==> src/rtl/bicubic_pkg.sv <==
// Shared widths, FSM state type and window slot mapping for the bicubic window fetcher.
package bicubic_pkg;

    localparam int PIX_W   = 8;
    localparam int COORD_W = 7;
    localparam int ADDR_W  = 14;

    typedef enum logic [1:0] {
        IDLE  = 2'd0,
        FETCH = 2'd1,
        DRAIN = 2'd2,
        HOLD  = 2'd3
    } state_t;

    // Window slot of row r, column c: r*4+c, which is just {r, c} for 2-bit indices.
    function automatic logic [3:0] slot_idx(input logic [1:0] r, input logic [1:0] c);
        return {r, c};
    endfunction

endpackage

==> src/rtl/bicubic_coord_clamp.sv <==
// Clamps base+offset into 0..dim-1 using signed arithmetic two bits wider than a coordinate.
module bicubic_coord_clamp
    import bicubic_pkg::*;
(
    input  logic [COORD_W-1:0] base,
    input  logic [2:0]         off,    // two's complement tap offset, -1..2
    input  logic [COORD_W-1:0] dim,    // 1..100
    output logic [COORD_W-1:0] idx
);
    localparam int SW = COORD_W + 2;

    logic signed [SW-1:0] pos;
    logic signed [SW-1:0] lim;

    assign pos = $signed({2'b00, base}) + $signed({{(SW-3){off[2]}}, off});
    assign lim = $signed({2'b00, dim}) - $signed(SW'(1));

    // Saturate below at zero and above at the last valid index.
    always_comb begin
        if (pos < 0) begin
            idx = '0;
        end else if (pos > lim) begin
            idx = lim[COORD_W-1:0];
        end else begin
            idx = pos[COORD_W-1:0];
        end
    end

endmodule

==> src/rtl/bicubic_window_fetch.sv <==
// Fetches a clamped 4x4 pixel neighbourhood from a single-port ROM and holds it
// behind a valid/ready handshake; a one-column step on the same row refetches only column 3.
module bicubic_window_fetch
    import bicubic_pkg::*;
(
    input  logic                  clk,
    input  logic                  rst,
    input  logic                  start,
    input  logic [COORD_W-1:0]    cx,
    input  logic [COORD_W-1:0]    cy,
    input  logic [COORD_W-1:0]    img_w,
    input  logic [COORD_W-1:0]    img_h,
    output logic                  busy,
    output logic                  rom_rd,
    output logic [ADDR_W-1:0]     rom_addr,
    input  logic [PIX_W-1:0]      rom_data,
    output logic                  win_valid,
    input  logic                  win_ready,
    output logic [16*PIX_W-1:0]   win_pix
);
    state_t               state_q, state_d;
    logic [3:0]           k_q, k_d;
    logic                 slide_q;       // a completed window exists to slide from
    logic                 slide_mode_q;  // current fetch is a 4-read column refill
    logic [COORD_W-1:0]   cx_q, cy_q, w_q, h_q;
    logic                 cap_en_q;
    logic [3:0]           cap_slot_q;
    logic [PIX_W-1:0]     win_q [16];

    logic                 accept;
    logic                 slide_hit;
    logic [3:0]           k_last;
    logic [1:0]           iss_r, iss_c;
    logic [COORD_W-1:0]   x_idx, y_idx;
    logic [ADDR_W-1:0]    addr;

    assign accept    = (state_q == IDLE) && start;
    assign slide_hit = slide_q && (cy == cy_q) && (img_w == w_q) && (img_h == h_q)
                       && ({1'b0, cx} == ({1'b0, cx_q} + 1'b1));
    assign k_last    = slide_mode_q ? 4'd3 : 4'd15;

    // Issue k maps row-major for a full fetch, or down column 3 for a slide.
    assign iss_r = slide_mode_q ? k_q[1:0] : k_q[3:2];
    assign iss_c = slide_mode_q ? 2'd3     : k_q[1:0];

    bicubic_coord_clamp u_clamp_x (
        .base (cx_q),
        .off  (3'({1'b0, iss_c}) - 3'd1),
        .dim  (w_q),
        .idx  (x_idx)
    );

    bicubic_coord_clamp u_clamp_y (
        .base (cy_q),
        .off  (3'({1'b0, iss_r}) - 3'd1),
        .dim  (h_q),
        .idx  (y_idx)
    );

    assign addr = ADDR_W'(y_idx) * ADDR_W'(w_q) + ADDR_W'(x_idx);

    assign busy      = (state_q != IDLE);
    assign rom_rd    = (state_q == FETCH);
    assign rom_addr  = rom_rd ? addr : '0;
    assign win_valid = (state_q == HOLD);

    // Next-state and read counter sequencing.
    always_comb begin
        state_d = state_q;
        k_d     = k_q;
        case (state_q)
            IDLE: begin
                if (start) begin
                    state_d = FETCH;
                    k_d     = 4'd0;
                end
            end
            FETCH: begin
                k_d = k_q + 4'd1;
                if (k_q == k_last) begin
                    state_d = DRAIN;
                end
            end
            DRAIN: begin
                state_d = HOLD;
            end
            HOLD: begin
                if (win_ready) begin
                    state_d = IDLE;
                end
            end
            default: begin
                state_d = IDLE;
            end
        endcase
    end

    // Control registers: state, counter, request latch and slide bookkeeping.
    always_ff @(posedge clk) begin
        if (rst) begin
            state_q      <= IDLE;
            k_q          <= '0;
            slide_q      <= 1'b0;
            slide_mode_q <= 1'b0;
            cx_q         <= '0;
            cy_q         <= '0;
            w_q          <= '0;
            h_q          <= '0;
        end else begin
            state_q <= state_d;
            k_q     <= k_d;
            if (accept) begin
                slide_mode_q <= slide_hit;
                cx_q         <= cx;
                cy_q         <= cy;
                w_q          <= img_w;
                h_q          <= img_h;
            end
            if (state_q == DRAIN) begin
                slide_q <= 1'b1;
            end
        end
    end

    // Window store: returned data lands in the slot of the read issued one cycle earlier;
    // an accepted slide shifts columns 1..3 left before column 3 is refetched.
    always_ff @(posedge clk) begin
        if (rst) begin
            cap_en_q   <= 1'b0;
            cap_slot_q <= '0;
            for (int i = 0; i < 16; i++) begin
                win_q[i] <= '0;
            end
        end else begin
            cap_en_q   <= rom_rd;
            cap_slot_q <= slot_idx(iss_r, iss_c);
            if (cap_en_q) begin
                win_q[cap_slot_q] <= rom_data;
            end
            if (accept && slide_hit) begin
                for (int r = 0; r < 4; r++) begin
                    for (int c = 0; c < 3; c++) begin
                        win_q[r*4+c] <= win_q[r*4+c+1];
                    end
                end
            end
        end
    end

    genvar gi;
    generate
        for (gi = 0; gi < 16; gi++) begin : g_pack
            assign win_pix[gi*PIX_W +: PIX_W] = win_q[gi];
        end
    endgenerate

endmodule
==> config.mk <==
export PLATFORM = sky130hd
export DESIGN_NAME = bicubic_window_fetch
export DESIGN_NICKNAME = d
export VERILOG_FILES = /design/src/rtl/bicubic_pkg.sv /design/src/rtl/bicubic_coord_clamp.sv /design/src/rtl/bicubic_window_fetch.sv
export SDC_FILE = /design/constraint.sdc
export NUM_CORES = 1
export LEC_CHECK = 0
export CAP_MARGIN = 25
export CORE_MARGIN = 4
export CORE_UTILIZATION = 45
export DETAILED_ROUTE_END_ITERATION = 10
export HOLD_SLACK_MARGIN = 0.05
export PLACE_DENSITY = 0.69
export SYNTH_ARGS = -nofsm -noshare
export SYNTH_HDL_FRONTEND = slang
export SYNTH_SLANG_ARGS = --single-unit
export TNS_END_PERCENT = 5
==> constraint.sdc <==
create_clock -name clk -period 11.9 [get_ports clk]
set_clock_uncertainty 0.1 [all_clocks]
set_input_delay 2.38 -clock clk [delete_from_list [all_inputs] [get_ports clk]]
set_output_delay 2.38 -clock clk [all_outputs]
set_load 0.03 [all_outputs]
==> results of run 1 <==
[registers in the layout, indices dropped and copies added, names as in the netlist]
signal        count
k_q               4
cap_en_q          1
slide_q           1
cap_slot_q        4
cy_q              7
h_q               7
state_q           2
slide_mode_q      1
w_q               7
win_q           128
cx_q              7
[timing repair]
action,in CTS,in global routing
setup buffers,1,1
setup endpoints to repair,3,6
pin swaps,1,1
gates resized for setup,2,10
hold endpoints to repair,0,0
[layout make-up]
cell class / count / area [um^2]
multi-input combinational: 789 / 6070
clock buffer: 18 / 450
tap: 324 / 405
sequential: 169 / 4590
timing repair buffer: 207 / 2010
clock inverter: 14 / 163
inverter: 80 / 302
fill: 2102 / 10400
[per-layer routing]
| metal | GRT usage | up-vias |
|---|---|---|
| li1 | - | 4208 |
| met1 | 0.306 | 4195 |
| met2 | 0.362 | 298 |
| met3 | 0.0384 | 42 |
| met4 | 0.0610 | 0 |
| met5 | 0 | - |
[metrics by stage]
stage                util  hold slack [ps]  cells
floorplan               -              339   1093
global placement    0.543              396   1554
detailed placement  0.545              402   1562
CTS                 0.571              415   1595
global route        0.573              432   1601
finish              0.573              412   1601
[cells by family after synthesis]
logic type | after synthesis
AND/OR/NAND/NOR | 373
XOR/XNOR | 59
adder cells (fa/ha/maj) | 106
multiplexers | 54
buffers and inverters | 135
AO/OA/AOI/OAI | 197
flip-flops | 169
[report_power, final]
group          total [mW]  switching, mW  internal [mW]
clock               0.567          0.270          0.297
sequential          0.734         0.0570          0.677
combinational        1.66          0.973          0.688
[how the worst min path moves through the flow]
stage               startpoint      end  slack, ps  depth (start not counted)
floorplan              slide_q  slide_q        340                          2
global placement        h_q[1]   h_q[1]        400                          2
detailed placement     cx_q[6]  cx_q[6]        400                          2
CTS                    cx_q[6]  cx_q[6]        410                          2
global route            h_q[0]   h_q[0]        430                          2
finish                  h_q[1]   h_q[1]        410                          2
[worst max-delay path, delay by kind of cell, from the launching register on]
family | cells | cell delay, ps
AOI/OAI and AO/OA | 8 | 2230
adders and majority gates | 8 | 3630
xor gates and xnor gates | 1 | 140
muxes | 2 | 760
DFF | 1 | 410
and+or+nand+nor | 5 | 610
buffers and inverters | 6 | 640
[layout by cell type, fill, tap and decap left out, drive strengths merged, types with 38 or more instances in the layout]
master	synthesis	final
a21oi	59	59
a22o	56	56
and2	48	48
clkdlybuf4s50	0	178
dfxtp	49	49
edfxtp	120	120
ha	73	73
inv	78	87
nand2	90	90
nor2	80	80
xor2	38	38
==> summary.md, run 1 <==
| Metric | Value |
|---|---|
| I/O Buffers | `184` |
| Root Driver | `clkbuf_16` |
| Tmin final | `roughly 11000 ps` |
| Top Ports | `185` |
| Area after DPL | `0.0133 mm^2` |
| Post-synthesis cell area | `0.0112 mm^2` |
| CP peak stage delay | `550 ps` |
| Syn nets | `1239` |
| Period Utilization, post-route | `0.954` |
| CTS max path bufs | `2` |
| DRC viols | `0` |
| Row cnt | `57` |
| Post-synth top area cell | `edfxtp_1` |
| Status | `finished clean` |
| Startpoint types | `flip-flop` |
| Async S/R FF share, synth | `0` |
| Synth Area in Compound Gates | `0.126` |
| CTS buffer count | `17` |
| Metal-1 WL | `13.6 mm` |
| Routed wl met2 | `14.4 mm` |
| Post-synth top cells | `edfxtp_1 (120), nand2_1 (90), nor2_1 (79)` |
| GPL Wtd Cong | `0.878` |
| Power Density | `212 mW/mm^2` |
| Overall power | `2.96 mW` |
| CP required | `~9400 ps` |
| CP Capture Type | `output pin` |
| Initial Util | `0.458` |
| Crit. Startpoint | `slide_mode_q` |
| Clock transition at the registers of the reported paths | `roughly 70 ps` |
| Max Freq | `88.1 MHz` |
| Clock Sinks | `169` |
| Hold Buf Count CTS | `0` |
| Initial antenna violation count | `0` |
| Die Ht | `around 170 um` |
| Die X-Extent | `166 um` |
| MaxCap Viol Count | `0` |
| Top post-synthesis cells by area | `edfxtp_1 (32%), dfxtp_1 (8.8%), ha_1 (8.2%)` |
| Crit path max-delay cell type | `fa_1` |
| N_diodes | `0` |
| Max Used Layer | `met4` |
| Setup Viol. Count Final | `0` |
| Final antenna-violating net count | `0` |
| Overflow after GRT | `0` |
| Critical R2R Launch | `state_q[0]` |
| Starting DRT DRC Count | `596` |
| Nets | `1410` |
| Critical Path Most Common Cell | `fa_1` |
| Final Hold Viols | `0` |
| Mean Syn Cell Area | `10.2 um^2` |
| Post-Synth Simple-Gate Area | `0.176` |
| Post-DP HPWL | `22.7 mm` |
| Sequential area share after synthesis | `0.410` |
| Mux share of post-synthesis cell area | `0.0517` |
| Slew Viols, Final | `0` |
| Leak | `5.78 nW` |
| Post-synthesis instance total | `1093` |
| Tot GR Track Use | `0.222` |
| Worst-Skew Late Latency | `440 ps` |
| Critical path endpoint | `rom_addr[12]` |
| Largest family of logic cells by synthesized area | `simple AND/OR/NAND/NOR gates` |
| Metal3 WL | `1.96 mm` |
| DP Worst Slack | `253 ps` |
| Synth Warn # | `0` |
| Tightest Pin Transition | `between 900 and 1000 ps` |
| #FFs+latches synth | `169` |
| Vias post-DR | `8743` |
| Kind of critical path | `reg -> out` |
| Pin count of the biggest net entering global routing | `71` |
| DR vias/cell | `5.46` |
| Prevailing post-synth register cell | `edfxtp_1` |
| Setup TNS | `0 ps` |
| CP max FO | `8` |
| First-pass GRT wire length | `about 49 mm` |
| Area Growth Syn to Fin | `25.1%` |
| Die Footprint | `approximately 0.027 mm^2` |
| CTS tree | `yes` |
| Relative slew slack | `0.328` |
| Top-area cell type share of the netlist area | `0.322` |
| VDD IR-drop max | `191 uV` |
| Worst r2r dst | `win_q[1][5]` |
| Htree depth | `4` |
| Synth Area in XOR/XNOR | `0.0462` |
| Fin area | `0.0140 mm^2` |
| Worst r2r path cells | `10` |
| 1st-pass router iterations | `5` |
| R2r setup slk | `8150 ps` |
| Post-Synth Adder-Cell Area | `0.141` |
| Library cells used by synthesis | `71` |
| Layout cells sized above 1 | `0.0940` |
| CP arrival | `8870 ps` |
| Count leader, synth | `edfxtp_1` |
| Setup WS post-layout | `approximately 550 ps` |
| Number of synthesized flops with an enable pin | `120` |
| Post-detailed-route wirelength per cell | `about 19 um` |
| Vias in the first global route | `8587` |
| Core Region | `0.0244 mm^2` |
| Final wirelength | `30.7 mm` |
| Hold crit path type | `reg -> reg` |
(Power assumes the default switching activity.)
==> inputs of run 2 (changes only) <==
--- a/config.mk
+++ b/config.mk
@@ -11,6 +11,8 @@
 export DETAILED_ROUTE_END_ITERATION = 10
 export HOLD_SLACK_MARGIN = 0.05
 export PLACE_DENSITY = 0.69
+export RECOVER_POWER = 25
+export SLEW_MARGIN = 20
 export SYNTH_ARGS = -nofsm -noshare
 export SYNTH_HDL_FRONTEND = slang
 export SYNTH_SLANG_ARGS = --single-unit
==> run 2 against run 1 <==
Compared with the run above:
- the flow now finishes with violations (max-capacitance violations, max-slew violations)
- global-route usage decreased by 0.056 points
- clock power barely moved
- first-iteration DRC count down 16%
- count of clock-buffer cells in the layout is the same
- critical path type unchanged
- combinational power about the same
- sequential cell count did not move
- sequential share of layout area increased by 0.053 points
==> summary.md, run 2 (synthesis gave the netlist of run 1 again) <==
| Metric | Value |
|---|---|
| VDD IR-drop max | `186 uV` |
| Kind of critical path | `reg -> out` |
| Crit path max-delay cell type | `fa_1` |
| Failing checks | `max-capacitance violations, max-slew violations` |
| Fill count | `2174` |
| N_diodes | `0` |
| Power Density | `214 mW/mm^2` |
| First-pass GRT wire length | `48.5 mm` |
| Die X-Extent | `between 150 and 200 um` |
| Vias in the first global route | `8483` |
| Tmin final | `between 10000 and 15000 ps` |
| GPL Wtd Cong | `slightly below 0.9` |
| Die Ht | `between 150 and 200 um` |
| Final wirelength | `30.4 mm` |
| Area after DPL | `~0.013 mm^2` |
| Final core utilization | `0.572` |
| Nets | `1406` |
| RSZ-0062 raised after global routing | `false` |
| Setup TNS | `0 ps` |
| Hold Buf Count CTS | `0` |
| Tot GR Track Use | `0.221` |
| Hold crit path type | `reg -> reg` |
| Row cnt | `57` |
| Clock Sinks | `around 170` |
| R2r setup slk | `8010 ps` |
| Htree depth | `4` |
| Root Driver | `clkbuf_16` |
| Period Utilization, post-route | `0.947` |
| I/O Buffers | `184` |
| Area Growth Syn to Fin | `24.9%` |
| Top Ports | `185` |
| Core Region | `0.0244 mm^2` |
| CP Capture Type | `output pin` |
| CP required | `9420 ps` |
| Max Freq | `88.7 MHz` |
| Worst r2r path cells | `11` |
| Final antenna-violating net count | `0` |
| Final Hold Viols | `0` |
| Clock transition at the registers of the reported paths | `70 ps` |
| Startpoint types | `flip-flop` |
| Worst r2r dst | `win_q[8][7]` |
| Initial Util | `0.458` |
| Leak | `5.80 nW` |
| Worst-Skew Late Latency | `440 ps` |
| CTS buffer count | `17` |
| 1st-pass router iterations | `5` |
| Post-DP HPWL | `22.7 mm` |
| CTS tree | `yes` |
| Critical R2R Launch | `state_q[0]` |
| CP max FO | `8` |
| Reg with most FFs | `win_q` |
| CP arrival | `8790 ps` |
| Overall power | `2.99 mW` |
| Most frequent cells in the layout | `clkdlybuf4s50_1 (146), edfxtp_1 (120), nand2_1 (90)` |
| CTS max path bufs | `2` |
| Status | `finished with violations` |
| Commonest non-fill, non-tap cell in the layout | `clkdlybuf4s50_1` |
| Post-detailed-route wirelength per cell | `approximately 19 um` |
| Vias post-DR | `roughly 8.7k` |
| Hold Startpoint | `h_q[0]` |
| CP peak stage delay | `520 ps` |
| Overflow after GRT | `0` |
| Hold path depth | `2` |
| Fin area | `0.0140 mm^2` |
| Initial antenna violation count | `0` |
| Setup Viol. Count Final | `0` |
| Pin count of the biggest net entering global routing | `around 70` |
| Worst hold endpoint | `h_q[0]` |
| DR vias/cell | `about 5.5` |
| Largest register FFs | `~130` |
| Layout cells sized above 1 | `0.0896` |
| Starting DRT DRC Count | `498` |
| Tightest Pin Transition | `3340 ps` |
| Slew Viols, Final | `71` |
| Relative slew slack | `-1.22` |
| Die Footprint | `0.0274 mm^2` |
| MaxCap Viol Count | `1` |
| DRC viols | `0` |
run 2: changes by cell type in the layout (fill, tap and decap cells not counted), sizes merged:
cell	before	now
dlymetal6s2s	3	4
buf	23	17
clkbuf	21	22
clkinv	7	8
inv	87	86
dlygate4sd3	0	32
clkdlybuf4s50	178	146
run 2: power breakdown:
part	internal, mW	switching, mW	total (mW)
Sequential	0.677	0.0564	0.733
Combinational	0.707	0.985	1.69
Clock	0.296	0.270	0.566
run 2: worst max path at each step:
stage	depth (start not counted)	startpoint	slack, ps	end
5_1_grt	34	slide_mode_q	40	rom_addr[12]
4_1_cts	31	slide_mode_q	20	rom_addr[12]
3_5_place_dp	31	slide_mode_q	270	rom_addr[12]
3_3_place_gp	31	slide_mode_q	500	rom_addr[12]
6_report	34	slide_mode_q	630	rom_addr[12]
2_1_floorplan	31	slide_mode_q	960	rom_addr[13]
run 2: stage by stage:
| stage | hold slack [ps] | instances | worst slack [ps] |
|---|---|---|---|
| floorplan | 339 | 1093 | 961 |
| global placement | 396 | 1554 | 505 |
| detailed placement | 406 | 1559 | 267 |
| CTS | 416 | 1595 | 22.5 |
| global route | 427 | 1597 | 39.1 |
| finish | 413 | 1597 | 630 |
run 2: cell type report:
| class | instances | area, um^2 | share of cell area |
|---|---|---|---|
| inverters | 80 | 300 | 0.0215 |
| repair buffers | 203 | 1980 | 0.142 |
| well taps | 324 | 405 | 0.0290 |
| clock inverters | 14 | 168 | 0.0120 |
| flip-flops and latches | 169 | 4590 | 0.328 |
| multi-input cells | 789 | 6080 | 0.435 |
| clock buffers | 18 | 450 | 0.0323 |
run 2: critical path, delay by kind of cell (launching register included):
| family | cells | cell delay, ps |
|---|---|---|
| muxes | 2 | 540 |
| AOI/OAI and AO/OA | 8 | 2160 |
| and+or+nand+nor | 5 | 390 |
| DFF | 1 | 400 |
| adders and majority gates | 8 | 3500 |
| xor gates and xnor gates | 1 | 140 |
| buffers and inverters | 10 | 1200 |
run 2: timing repair:
item | in CTS | in global routing
pin swaps | 1 | 1
setup endpoints to repair | 3 | 6
resized for setup | 4 | 9
buffers inserted | 4 | 1
run 2: layer usage:
metal | wire length [um] | GRT usage
met1 | 13300 | 0.300
met2 | 14400 | 0.361
met3 | 2060 | 0.0439
met4 | 642 | 0.0656
met5 | 0 | 0
